<file path="config.mk">
export PLATFORM = sky130hd
export DESIGN_NAME = adc_spi_responder
export DESIGN_NICKNAME = d
export VERILOG_FILES = /design/src/rtl/adc_spi_responder.sv
export SDC_FILE = /design/constraint.sdc
export NUM_CORES = 1
export LEC_CHECK = 0
export BUFFER_PORTS_ARGS = -buffer_cell sky130_fd_sc_hd__buf_4
export CAP_MARGIN = 20
export CORE_MARGIN = 5
export CORE_UTILIZATION = 51
export DETAILED_ROUTE_END_ITERATION = 10
export PLACE_DENSITY = 0.85
export SETUP_SLACK_MARGIN = 0.05
export SYNTH_ARGS = -nofsm -noshare
export SYNTH_HDL_FRONTEND = slang
export SYNTH_SLANG_ARGS = --single-unit
</file>
<file path="constraint.sdc">
create_clock -name clk_i -period 2.66 [get_ports clk_i]
set_input_delay 0.133 -clock clk_i [delete_from_list [all_inputs] [get_ports clk_i]]
set_output_delay 0.133 -clock clk_i [all_outputs]
set_load 0.01 [all_outputs]
</file>
<file path="src/rtl/adc_spi_responder.sv">
// adc_spi_responder: ADC emulator answering the adc_driver serial command/sample frame
// Optional feature: define ADC_EMU_RAMP_EN to replace ch_data_i with per-channel ramp counters.
module adc_spi_responder #(
    parameter int NUM_CH         = 8,
    parameter int DATA_W         = 10,
    parameter int DATA_LSB_FIRST = 1,
    parameter int SYNC_STAGES    = 2
) (
    input  logic                     clk_i,
    input  logic                     rst_n_i,
    input  logic                     sclk_i,
    input  logic                     cs_i,
    input  logic                     din_i,
    output logic                     dout_o,
    input  logic [NUM_CH*DATA_W-1:0] ch_data_i,
    output logic                     busy_o,
    output logic                     frame_done_o,
    output logic                     frame_abort_o,
    output logic [3:0]               cfg_o,
    output logic [DATA_W-1:0]        sample_o
);
    localparam int BW = $clog2(DATA_W + 1);
    localparam logic [BW-1:0] LAST = BW'(DATA_W);

    typedef enum logic [2:0] {IDLE, CMD, SAMPLE, NULLB, DATA, DONE} state_t;

    state_t state, state_n;
    logic [SYNC_STAGES-1:0] sclk_q, cs_q, din_q;
    logic sclk_d, sclk_s, cs_s, din_s, rise, fall;
    logic [2:0] cmd_cnt, cmd_cnt_n, cmd_sr, cmd_sr_n, ch_n;
    logic [BW-1:0] bit_cnt, bit_cnt_n;
    logic sam, sam_n, dout_n, done_n, abort_n;
    logic [3:0] cfg_n;
    logic [DATA_W-1:0] sample_n, sel_sample;
    logic [NUM_CH*DATA_W-1:0] src, src_sh;

    // Synchronize the asynchronous link signals and keep one sclk history bit for edge detection
    always_ff @(posedge clk_i or negedge rst_n_i) begin
        if (!rst_n_i) begin
            sclk_q <= '0;
            cs_q   <= '1;
            din_q  <= '0;
            sclk_d <= 1'b0;
        end else begin
            sclk_q <= {sclk_q[SYNC_STAGES-2:0], sclk_i};
            cs_q   <= {cs_q[SYNC_STAGES-2:0], cs_i};
            din_q  <= {din_q[SYNC_STAGES-2:0], din_i};
            sclk_d <= sclk_q[SYNC_STAGES-1];
        end
    end

    assign sclk_s = sclk_q[SYNC_STAGES-1];
    assign cs_s   = cs_q[SYNC_STAGES-1];
    assign din_s  = din_q[SYNC_STAGES-1];
    assign rise   = sclk_s & ~sclk_d;
    assign fall   = ~sclk_s & sclk_d;
    assign busy_o = (state != IDLE);

`ifdef ADC_EMU_RAMP_EN
    logic [NUM_CH*DATA_W-1:0] ramp_q;
    logic unused_ch_data;
    assign unused_ch_data = ^ch_data_i;
    assign src = ramp_q;

    // Advance the ramp of the channel just read once its frame completes
    always_ff @(posedge clk_i or negedge rst_n_i) begin
        if (!rst_n_i)
            ramp_q <= '0;
        else if (frame_done_o && int'(cfg_o[2:0]) < NUM_CH)
            ramp_q[int'(cfg_o[2:0])*DATA_W +: DATA_W] <= ramp_q[int'(cfg_o[2:0])*DATA_W +: DATA_W] + 1'b1;
    end
`else
    assign src = ch_data_i;
`endif

    assign ch_n       = {cmd_sr[1:0], din_s};
    assign src_sh     = src >> (int'(ch_n) * DATA_W);
    assign sel_sample = (int'(ch_n) < NUM_CH) ? src_sh[DATA_W-1:0] : '0;

    function automatic logic bit_at(input logic [DATA_W-1:0] v, input logic [BW-1:0] k);
        logic [DATA_W-1:0] sh;
        sh = (DATA_LSB_FIRST != 0) ? (v >> k) : (v << k);
        return (DATA_LSB_FIRST != 0) ? sh[0] : sh[DATA_W-1];
    endfunction

    // Next-state and datapath decisions; a cs rise mid-frame overrides any sclk edge
    always_comb begin
        state_n   = state;
        cmd_cnt_n = cmd_cnt;
        cmd_sr_n  = cmd_sr;
        bit_cnt_n = bit_cnt;
        sam_n     = sam;
        dout_n    = dout_o;
        done_n    = 1'b0;
        abort_n   = 1'b0;
        cfg_n     = cfg_o;
        sample_n  = sample_o;
        case (state)
            IDLE: begin
                dout_n    = 1'b0;
                cmd_cnt_n = '0;
                bit_cnt_n = '0;
                sam_n     = 1'b0;
                if (!cs_s) state_n = CMD;
            end
            CMD: if (rise) begin
                if (cmd_cnt == 3'd0) begin
                    cmd_cnt_n = din_s ? 3'd1 : 3'd0;
                end else begin
                    cmd_sr_n  = {cmd_sr[1:0], din_s};
                    cmd_cnt_n = cmd_cnt + 3'd1;
                    if (cmd_cnt == 3'd4) begin
                        cfg_n    = {cmd_sr, din_s};
                        sample_n = sel_sample;
                        state_n  = SAMPLE;
                    end
                end
            end
            SAMPLE: if (fall) begin
                dout_n = 1'b0;
                sam_n  = 1'b1;
                if (sam) state_n = NULLB;
            end
            NULLB: if (fall) begin
                dout_n    = bit_at(sample_o, '0);
                bit_cnt_n = BW'(1);
                state_n   = DATA;
            end
            DATA: begin
                if (fall && bit_cnt != LAST) begin
                    dout_n    = bit_at(sample_o, bit_cnt);
                    bit_cnt_n = bit_cnt + 1'b1;
                end else if (rise && bit_cnt == LAST) begin
                    done_n  = 1'b1;
                    state_n = DONE;
                end
            end
            DONE: begin
                dout_n = 1'b0;
                if (cs_s) state_n = IDLE;
            end
            default: state_n = IDLE;
        endcase
        if (cs_s && (state == CMD || state == SAMPLE || state == NULLB || state == DATA)) begin
            state_n = IDLE;
            dout_n  = 1'b0;
            done_n  = 1'b0;
            abort_n = 1'b1;
        end
    end

    // State and output registers
    always_ff @(posedge clk_i or negedge rst_n_i) begin
        if (!rst_n_i) begin
            state         <= IDLE;
            cmd_cnt       <= '0;
            cmd_sr        <= '0;
            bit_cnt       <= '0;
            sam           <= 1'b0;
            dout_o        <= 1'b0;
            frame_done_o  <= 1'b0;
            frame_abort_o <= 1'b0;
            cfg_o         <= '0;
            sample_o      <= '0;
        end else begin
            state         <= state_n;
            cmd_cnt       <= cmd_cnt_n;
            cmd_sr        <= cmd_sr_n;
            bit_cnt       <= bit_cnt_n;
            sam           <= sam_n;
            dout_o        <= dout_n;
            frame_done_o  <= done_n;
            frame_abort_o <= abort_n;
            cfg_o         <= cfg_n;
            sample_o      <= sample_n;
        end
    end
endmodule

</file>
# Word-level counts from Yosys, hierarchy flattened
# Index checks and enable logic that the tools add are counted.
# Widths: inputs -> output; s select.
# classes
addsub	2
n_mul	1
div_mod_pow	0
n_lt_le_gt_ge	0
eq_ne	23
shifts	2
muxes	31
bitwise	5
reduce_logical	21
# ops
operator	n
$shr 80x7->10	1
$mux 3	13
$ne 3x2->1 const B	9
$pmux 3 s6	1
$pmux 4 s3	1
$mux 1	11
$reduce_and 10->1	1
$shr 10x4->1	1
$eq 3x3->1 const B	3
$mux 4	2
$ne 2x2->1 const B	4
$reduce_and 4->1	2
$eq 3x2->1 const B	2
$logic_not 3->1	2
$mul 3x3->6 const B	1
$ne 3x3->1 const B	2
$pmux 3 s2	1
$reduce_and 3->1	2
$reduce_bool 3->1	2
$reduce_bool 5->1	1
$add 4x1->4 const B	1
$eq 4x4->1 const B	1
$ne 4x4->1 const B	1
$pmux 1 s4	1
other kinds (10)	19
# totals
regBits	38
latch_bits	0
ram_bits	0
rom_bits	0
inputBits	85
output_inout_bits	18
mem_count	0

# Logic depth before layout (Yosys ltp)
# Gate-level depths: netlist of run 1.
# logic_depth
depth_word	7
depth_mapped	7
mapped_depth_nobuf	6

# Least setup slack after synthesis of run 1
# OpenSTA, ideal clock, no wires.
# synth_path
path_type	register to register
start	register din_q[1]
end	register sample_o[2]
arrival_ps	1541
t_required_ps	2534
slack_ps	993
path_stages_with_launch	6
period_less_slack_ps	1667
cell_sequence	dfrtp_1 > clkbuf_1 > buf_2 > mux4_2 > mux2i_1 > a21oi_1
# synth_between
elab_chain_len	2
# synth_rtl
element	line_no	rtl
from (decl)	28	logic [SYNC_STAGES-1:0] sclk_q, cs_q, din_q;
from (signal assigned)	47	din_q <= {din_q[SYNC_STAGES-2:0], din_i};
$mul 3x3->6	77	assign src_sh = src >> (int'(ch_n) * DATA_W);
$shr 80x7->10	77	
to (signal assigned)	175	sample_o <= sample_n;
to (decl)	20	output logic [DATA_W-1:0] sample_o
# No other way between the ends.
# A chain may end at the register's enable or synchronous reset.

# Worst setup path in the final report of run 1
# layout_path
start	register state[0]
end	register sample_o[2]
# layout_between
elab_chain_len	2
# layout_rtl
element	line_no	rtl
from (decl)	27	state_t state, state_n;
from (signal assigned)	166	state <= state_n;
$eq 3x1->1	98	case (state)
$reduce_and 4->1 (no line)	-	
# No other way between the ends.

==> results.cfg, run 1 <==
[clock_tree]
cts-root-buf = clkbuf_8
clock_path_buffers = 2
clk_pin_slew_ns = 0.08
cts_tree = done
cts_setup_buffers = 0
clk_latency_ns = 0.29
cts-resized-gates = 0
cts_inserted_buffers = 5
cts.sinks = 38
cts_htree_levels = 2

[synth]
synth_area_leader_cell = dfrtp_1
synthTopCellsByArea = dfrtp_1 (39%), mux4_2 (21%), mux2i_1 (5.6%)
synth_edf_count = 0
avgSynthCellArea_um2 = 11.9
async_flop_share_pct = 100
synthFlopType = dfrtp_1
ys_seq_area_share_pct = 41.1
synth_nets = 284
synth_seq_cells = 38
syn_inst = 195
synth_top_area_share_pct = 38.8
synth_area_um2 = 2320
synthDistinctLibCells = 41
yosysWarningCount = 0

[critical_path]
arrival_ns = 2.22
worst_setup_path_end_kind = flop
ff2ff_path_depth = 5
regToRegSetupSlack_ns = 0.65
critPathKind = flop to flop
reg2reg_from = state[0]
crit_fanout = 19
startpoint_type = flop
crit_required_ns = 2.87
r2r-end = sample_o[2]

[min_path]
min_path_type = primary input to async pin

[sta]
skew_ns = 0.00549
slew_headroom_pct = 58.9
drv_slew = 0
hold_violations = 0
report.final.setup_viol = 0
holdWs_ns = 0.330
setup_slack_ns = 0.652
rsz0062_at_grt = no
finalSetupTns_ns = 0
max_freq_mhz = 498
finalCriticalPeriod_ns = 2.01
tightest_slew_ns = 0.616
period_share_pct = 75.5

[final_layout]
area_growth_pct = 41.9
final_cell_mix = buf_4 (105), dfrtp_1 (36), mux4_2 (22), nor2_1 (18), a21oi_1 (18)
utilization_pct = 75.2
layout_commonest_cell = buf_4
regArea_um2 = 953
fillers = 299
design_area_um2 = 3300
drive_above_1_share_pct = 49.2
n_antenna_cell = 0
instances_no_fill = 351
nNetsFinal = 387
multi_input_area_um2 = 1300

[floorplanning]
coreArea_um2 = 4380
rows = 24
die_w_um = 77.5
design.die.area_um2 = 6000
io_pins = 103
die_h_um = 77.5
start_util_pct = 53.0

[pwr]
p_per_area_nw_per_um2 = 590
p_leak_nw = 1.44
ir_drop_mv = 0.252
p_total_mw = 1.94

[placement]
place_hpwl_um = 5110
dp.cells = 339
dp_slack_ns = 0.734
port_buffers = 102
place_area_um2 = 3120
gp_congestion = 0.858

[global_routing]
grt_overflow = 0
grt_max_degree = 39
grt_pass1_vias = 2206
antenna_found_initial = 0
grt_pass1_wl_um = 10600
grt_usage_pct = 22.4

[drt]
avgViaCountPerCell = 5.82
wire_per_inst_um = 18.5
wl_um = 6490
drt_iter0_markers = 120
drtAntennaViolNets = 0
vias = 2043
drc = 0
first_pass_iters = 4

[flow_run]
max-cap-violations = 0

[run_status]
status = finished clean
-- logic make-up after synthesis --
family | after synthesis | share of synthesized area (%)
multiplexers | 43 | 30.8
AND/OR/NAND/NOR | 56 | 13.2
AO/OA/AOI/OAI | 37 | 9.64
buffers and inverters | 17 | 3.13
adder cells (fa/ha/maj) | 4 | 2.16
flip-flops | 38 | 41.1
-- registers in the layout, indices dropped and copies added (netlist names) --
signal         count
bit_cnt            4
cfg_o              4
cmd_cnt            3
cmd_sr             3
cs_q               2
din_q              2
dout_o             1
frame_abort_o      1
frame_done_o       1
sam                1
sample_o          10
sclk_d             1
sclk_q             2
state              3
-- worst max-delay path: stages (launching register included) --
cell     delay, ns
dfrtp_1       0.59
or3b_1        0.51
nor2_2        0.32
buf_4         0.29
nor2_1        0.08
a21oi_1       0.14
-- report_power, final --
part / switching (mW) / internal (mW) / total, mW
clock: 0.207 / 0.376 / 0.583
combinational: 0.290 / 0.367 / 0.657
sequential: 0.0792 / 0.624 / 0.703
total: 0.576 / 1.37 / 1.94
-- repair_timing --
action | in CTS | in global routing
endpoints found under the hold margin | 39 | 0
hold buffers | 4 | 0
setup endpoints to repair | 0 | 0
-- final cells by class --
| cell class | instances | area share, % |
|---|---|---|
| sequential | 38 | 28.9 |
| clock inverter | 3 | 2.09 |
| timing repair buffer | 109 | 25.1 |
| inverter | 4 | 0.456 |
| clock buffer | 5 | 2.09 |
| tap | 52 | 1.97 |
| multi-input combinational | 140 | 39.3 |
-- metal layers --
layer	wire length (um)	global-route usage [%]	vias to the layer above
met2	3540	41.8	98
met1	2240	24.0	984
met5	0	0	-
li1	-	-	947
met3	558	6.48	14
met4	149	7.56	0
-- how the worst max path moves through the flow --
stage	start	to	slack (ns)	cells after the start
floorplan	din_q[1]	sample_o[2]	0.99	5
global placement	state[0]	sample_o[4]	0.81	5
detailed placement	state[0]	sample_o[5]	0.73	5
CTS	state[0]	sample_o[2]	0.66	5
global route	state[0]	sample_o[2]	0.49	5
finish	state[0]	sample_o[2]	0.65	5
-- synthesized netlist by cell type (3+ instances only) --
cell type and n:
mux4_2 22, nor2b_1 3, dfrtp_1 36, nand3b_1 3
nand2b_1 5, buf_2 4, nand2_1 8, o31ai_1 3
nor2_1 18, ha_1 4, nand3_1 5, o21ai_0 4
a21oi_1 18, mux2i_1 13, mux2_2 8, clkbuf_1 7
inv_1 4
Power figures use the tool's default switching activity.
==> run 2, diff against run 1 <==
Settings changed: CORE_UTILIZATION 51 to 47, PLACE_DENSITY 0.85 to 0.8.
Clock period 2.66 ns to 1.9 ns, I/O delays scaled along.
==> run 2 against run 1 <==
Effect of this change: sequential power rose by 36%; global-route usage fell by 2.0 points; sequential share of layout area fell by 0.65 points; core utilization fell by 4.3 points; largest cell class unchanged; highest routed layer unchanged.
==> results.cfg, run 2 (synthesized netlist as in run 1, its figures left out) <==
[clock_tree]
clock_path_buffers = 2
clk_latency_ns = 0.29
cts-root-buf = clkbuf_8
cts-resized-gates = 0
cts_htree_levels = 2
clk_pin_slew_ns = 0.08
ctsHoldBuffers = 4
cts_inserted_buffers = 5
cts_setup_buffers = 0
cts.sinks = 38
cts_tree = done

[sta]
rsz0062_at_grt = no
drv_slew = 0
finalSetupTns_ns = 0
finalCriticalPeriod_ns = 1.68
hold_violations = 0
holdWs_ns = 0.296
report.final.setup_viol = 0
slew_headroom_pct = 57.3
max_freq_mhz = 596
tightest_slew_ns = 0.641
period_share_pct = 88.3
skew_ns = 0.00598

[floorplanning]
design.die.area_um2 = 6450
die_h_um = 80.3
io_pins = 103
die_w_um = 80.3
coreArea_um2 = 4750
rows = 25
start_util_pct = 48.8

[critical_path]
worst_setup_path_end_kind = flop
crit_required_ns = 2.11
startpoint_type = flop
regToRegSetupSlack_ns = 0.22
arrival_ns = 1.89
crit_fanout = 11
r2r-end = sample_o[6]
ff2ff_path_depth = 5
reg2reg_from = state[1]
critPathKind = flop to flop

[final_layout]
top_register = sample_o
largest_reg_flops = 10
final_cell_mix = buf_4 (110), dfrtp_1 (36), mux4_2 (22), nor2_1 (18), a21oi_1 (18)
layout_commonest_cell = buf_4
area_growth_pct = 45.2
reg_top3 = sample_o (10), bit_cnt (4), cfg_o (4)
n_antenna_cell = 0
nNetsFinal = 393
drive_above_1_share_pct = 50.2

[global_routing]
antenna_found_initial = 0
grt_pass1_vias = 2186
grt_pass1_wl_um = 10000
grt_overflow = 0
grt_max_degree = 39
grt_usage_pct = 20.4

[pwr]
p_leak_nw = 1.47
ir_drop_mv = 0.444
p_per_area_nw_per_um2 = 818
p_total_mw = 2.76

[min_path]
min_path_type = primary input to async pin

[drt]
drt_iter0_markers = 90
avgViaCountPerCell = 5.48
wl_um = 6150
drtAntennaViolNets = 0
first_pass_iters = 4
vias = 2038
wire_per_inst_um = 16.5
drc = 0

[flow_run]
max-cap-violations = 0

[placement]
gp_congestion = 0.925
place_hpwl_um = 4950
port_buffers = 102

[run_status]
status = finished clean
==> run 2: where the power goes <==
part	total, mW	switching [mW]	internal [mW]
Combinational	0.980	0.436	0.544
Sequential	0.956	0.0820	0.874
Clock	0.822	0.296	0.526
==> run 2: worst max-delay path by stage <==
stage                          from          end  slack, ns  cells after the start
after floorplan            din_q[1]  sample_o[2]       0.23                      5
after global placement     state[1]     cfg_o[2]       0.28                      3
after detailed placement   state[1]     cfg_o[1]       0.23                      3
after CTS                  state[1]  sample_o[6]       0.20                      5
after global routing      sclk_q[1]   bit_cnt[1]       0.12                      4
final                      state[1]  sample_o[6]       0.22                      5
==> run 2: metrics by stage <==
step                util [%]  instance area [um2]  cells  worst slack, ns
detailed placement      67.2                 3190    360            0.227
global placement        67.2                 3190    360            0.279
finish                  70.9                 3370    372            0.223
floorplan                  -                 2320    195            0.233
CTS                     70.9                 3370    372            0.203
global route            70.9                 3370    372            0.116
==> run 2: worst max-delay path, stage by stage (launching register included) <==
cell and delay [ns]:
dfrtp_1 0.37, or3b_1 0.49, nor2_2 0.32, buf_4 0.24, nor2_1 0.05, a21oi_1 0.13
==> run 2: area by class of cell <==
type	instances	area, um2
clock buffer	5	68.8
fill	358	1380
clock inverter	3	68.8
inverter	4	15.0
multi-input combinational	140	1300
sequential	38	953
timing repair buffer	115	886
tap	67	83.8
==> run 2: metal layers <==
layer | wire (um) | track usage, % | share of wire, %
met3 | 543 | 5.72 | 8.8
met1 | 2390 | 24.2 | 39
met4 | 128 | 6.93 | 2.1
met2 | 3090 | 35.3 | 50
met5 | 0 | 0 | 0
==> run 3, diff against run 2 <==
Settings changed: CORE_UTILIZATION 47 to 40, PLACE_DENSITY 0.8 to 0.69.
==> run 3 against run 2 <==
Effect of this change: clock skew increased by 0.0053 ns; critical path depth decreased by 2; final cell count increased by 1.9%; combinational power decreased by 2%; cell area about the same; wire length increased by 3.8%; power decreased by 4.0%; hold slack got worse by 0.0083 ns; critical path type unchanged; largest cell class unchanged.
==> results.cfg, run 3 (synthesized netlist as in run 1, its figures left out) <==
[run_status]
status = finished clean

[drt]
drtAntennaViolNets = 0
drt_iter0_markers = 85
vias = 2025
first_pass_iters = 4
wl_um = 6380
avgViaCountPerCell = 5.34
drc = 0
wire_per_inst_um = 16.8

[critical_path]
reg2reg_from = state[1]
r2r-end = cmd_sr[0]
ff2ff_path_depth = 3
critPathCapture = cmd_sr[0]
arrival_ns = 1.86
max_stage_delay_ns = 0.51
crit_fanout = 7
critPathKind = flop to flop
critPathSlowestCell = or3b_1
regToRegSetupSlack_ns = 0.21
crit_required_ns = 2.07
worst_setup_path_end_kind = flop
crit_start = state[1]
crit_chain = or3b_1, or3_4, mux2_2
startpoint_type = flop

[floorplanning]
io_pins = 103
die_w_um = 86.2
die_h_um = 86.2
coreArea_um2 = 5570
rows = 27
design.die.area_um2 = 7430
start_util_pct = 41.7

[clock_tree]
clock_path_buffers = 2
cts_inserted_buffers = 5
cts_tree = done
cts-root-buf = clkbuf_8
clk_latency_ns = 0.29
clk_pin_slew_ns = 0.08
cts.sinks = 38
cts_htree_levels = 2

[global_routing]
grt_max_degree = 39
grt_usage_pct = 17.8
grt_pass1_vias = 2143
grt_pass1_wl_um = 10300
grt_overflow = 0
antenna_found_initial = 0

[pwr]
p_per_area_nw_per_um2 = 784
ir_drop_mv = 0.501
p_total_mw = 2.65
p_leak_nw = 1.47

[sta]
period_share_pct = 88.9
max_freq_mhz = 592
report.final.setup_viol = 0
slew_headroom_pct = 56.7
drv_slew = 0
tightest_slew_ns = 0.649
finalCriticalPeriod_ns = 1.69
hold_violations = 0
skew_ns = 0.0112
finalSetupTns_ns = 0
rsz0062_at_grt = no

[final_layout]
area_growth_pct = 45.3
top_register = sample_o
final_cell_mix = buf_4 (112), dfrtp_1 (36), mux4_2 (22), nor2_1 (18), a21oi_1 (18)
fillers = 475
largest_reg_flops = 10
layout_commonest_cell = buf_4
reg_top3 = sample_o (10), bit_cnt (4), cfg_o (4)
drive_above_1_share_pct = 50.5
nNetsFinal = 395
regArea_um2 = 953
n_antenna_cell = 0
multi_input_area_um2 = 1300

[placement]
gp_congestion = 0.821
place_hpwl_um = 5140
port_buffers = 102

[flow_run]
max-cap-violations = 0

[min_path]
min_path_type = primary input to async pin
[run 3: changes by cell type in the layout (fill, tap and decap cells not counted), sizes merged]
cell,change
bufinv,-1
buf,+2
clkinvlp,+2
clkinv,-1
[run 3: worst min-delay path by stage]
| stage | start | end | slack (ns) | cells after the start |
|---|---|---|---|---|
| after floorplan | rst_n_i | bit_cnt[0] | -0.20 | 0 |
| after global placement | rst_n_i | bit_cnt[2] | 0.09 | 1 |
| after detailed placement | rst_n_i | bit_cnt[1] | 0.09 | 1 |
| after CTS | rst_n_i | sam | 0.31 | 2 |
| after global routing | rst_n_i | sam | 0.33 | 2 |
| final | rst_n_i | sam | 0.29 | 2 |
[run 3: power by group]
group          internal, mW  leakage, nW  switching, mW  total, mW
registers             0.874        0.455          0.116      0.989
clock network         0.391       0.0504          0.302      0.692
logic                 0.559        0.960          0.406      0.965
total                  1.82         1.47          0.824       2.65
[run 3: through the flow]
step                cell area, um2  hold slack (ns)  instances  util, %  worst slack (ns)
floorplan                     2320           -0.201        195        -             0.233
global placement              3220           0.0890        367     57.7             0.228
detailed placement            3220           0.0888        367     57.7             0.183
CTS                           3370            0.311        379     60.4             0.136
global route                  3370            0.331        379     60.5            0.0544
finish                        3370            0.287        379     60.5             0.212
[run 3: worst max-delay path: cells and delay by family, from the launching register on]
| family | cells | cell delay [ns] |
|---|---|---|
| mux | 1 | 0.29 |
| flops | 1 | 0.38 |
| simple gates | 2 | 0.91 |
[run 3: timing repair]
| item | in CTS | in global routing |
|---|---|---|
| gates resized for setup | 0 | 1 |
| hold buffers | 4 | 0 |
| buffers inserted | 0 | 0 |
| setup endpoints to repair | 0 | 6 |
| endpoints found under the hold margin | 39 | 0 |
[run 3: per-layer routing]
| metal | track usage (%) | vias to the layer above | share of wire [%] | routed length, um |
|---|---|---|---|---|
| met4 | 6.52 | 0 | 2.5 | 160 |
| li1 | - | 968 | - | - |
| met3 | 5.89 | 14 | 8.0 | 511 |
| met2 | 28.9 | 96 | 48 | 3050 |
| met1 | 22.0 | 947 | 42 | 2660 |
| met5 | 0 | - | 0 | 0 |
[run 3: cell type report]
type,instances,area share (%)
multi-input combinational,140,38.6
sequential,38,28.3
timing repair buffer,117,26.7
tap,72,2.67
clock buffer,5,2.04
clock inverter,3,1.33
inverter,4,0.445
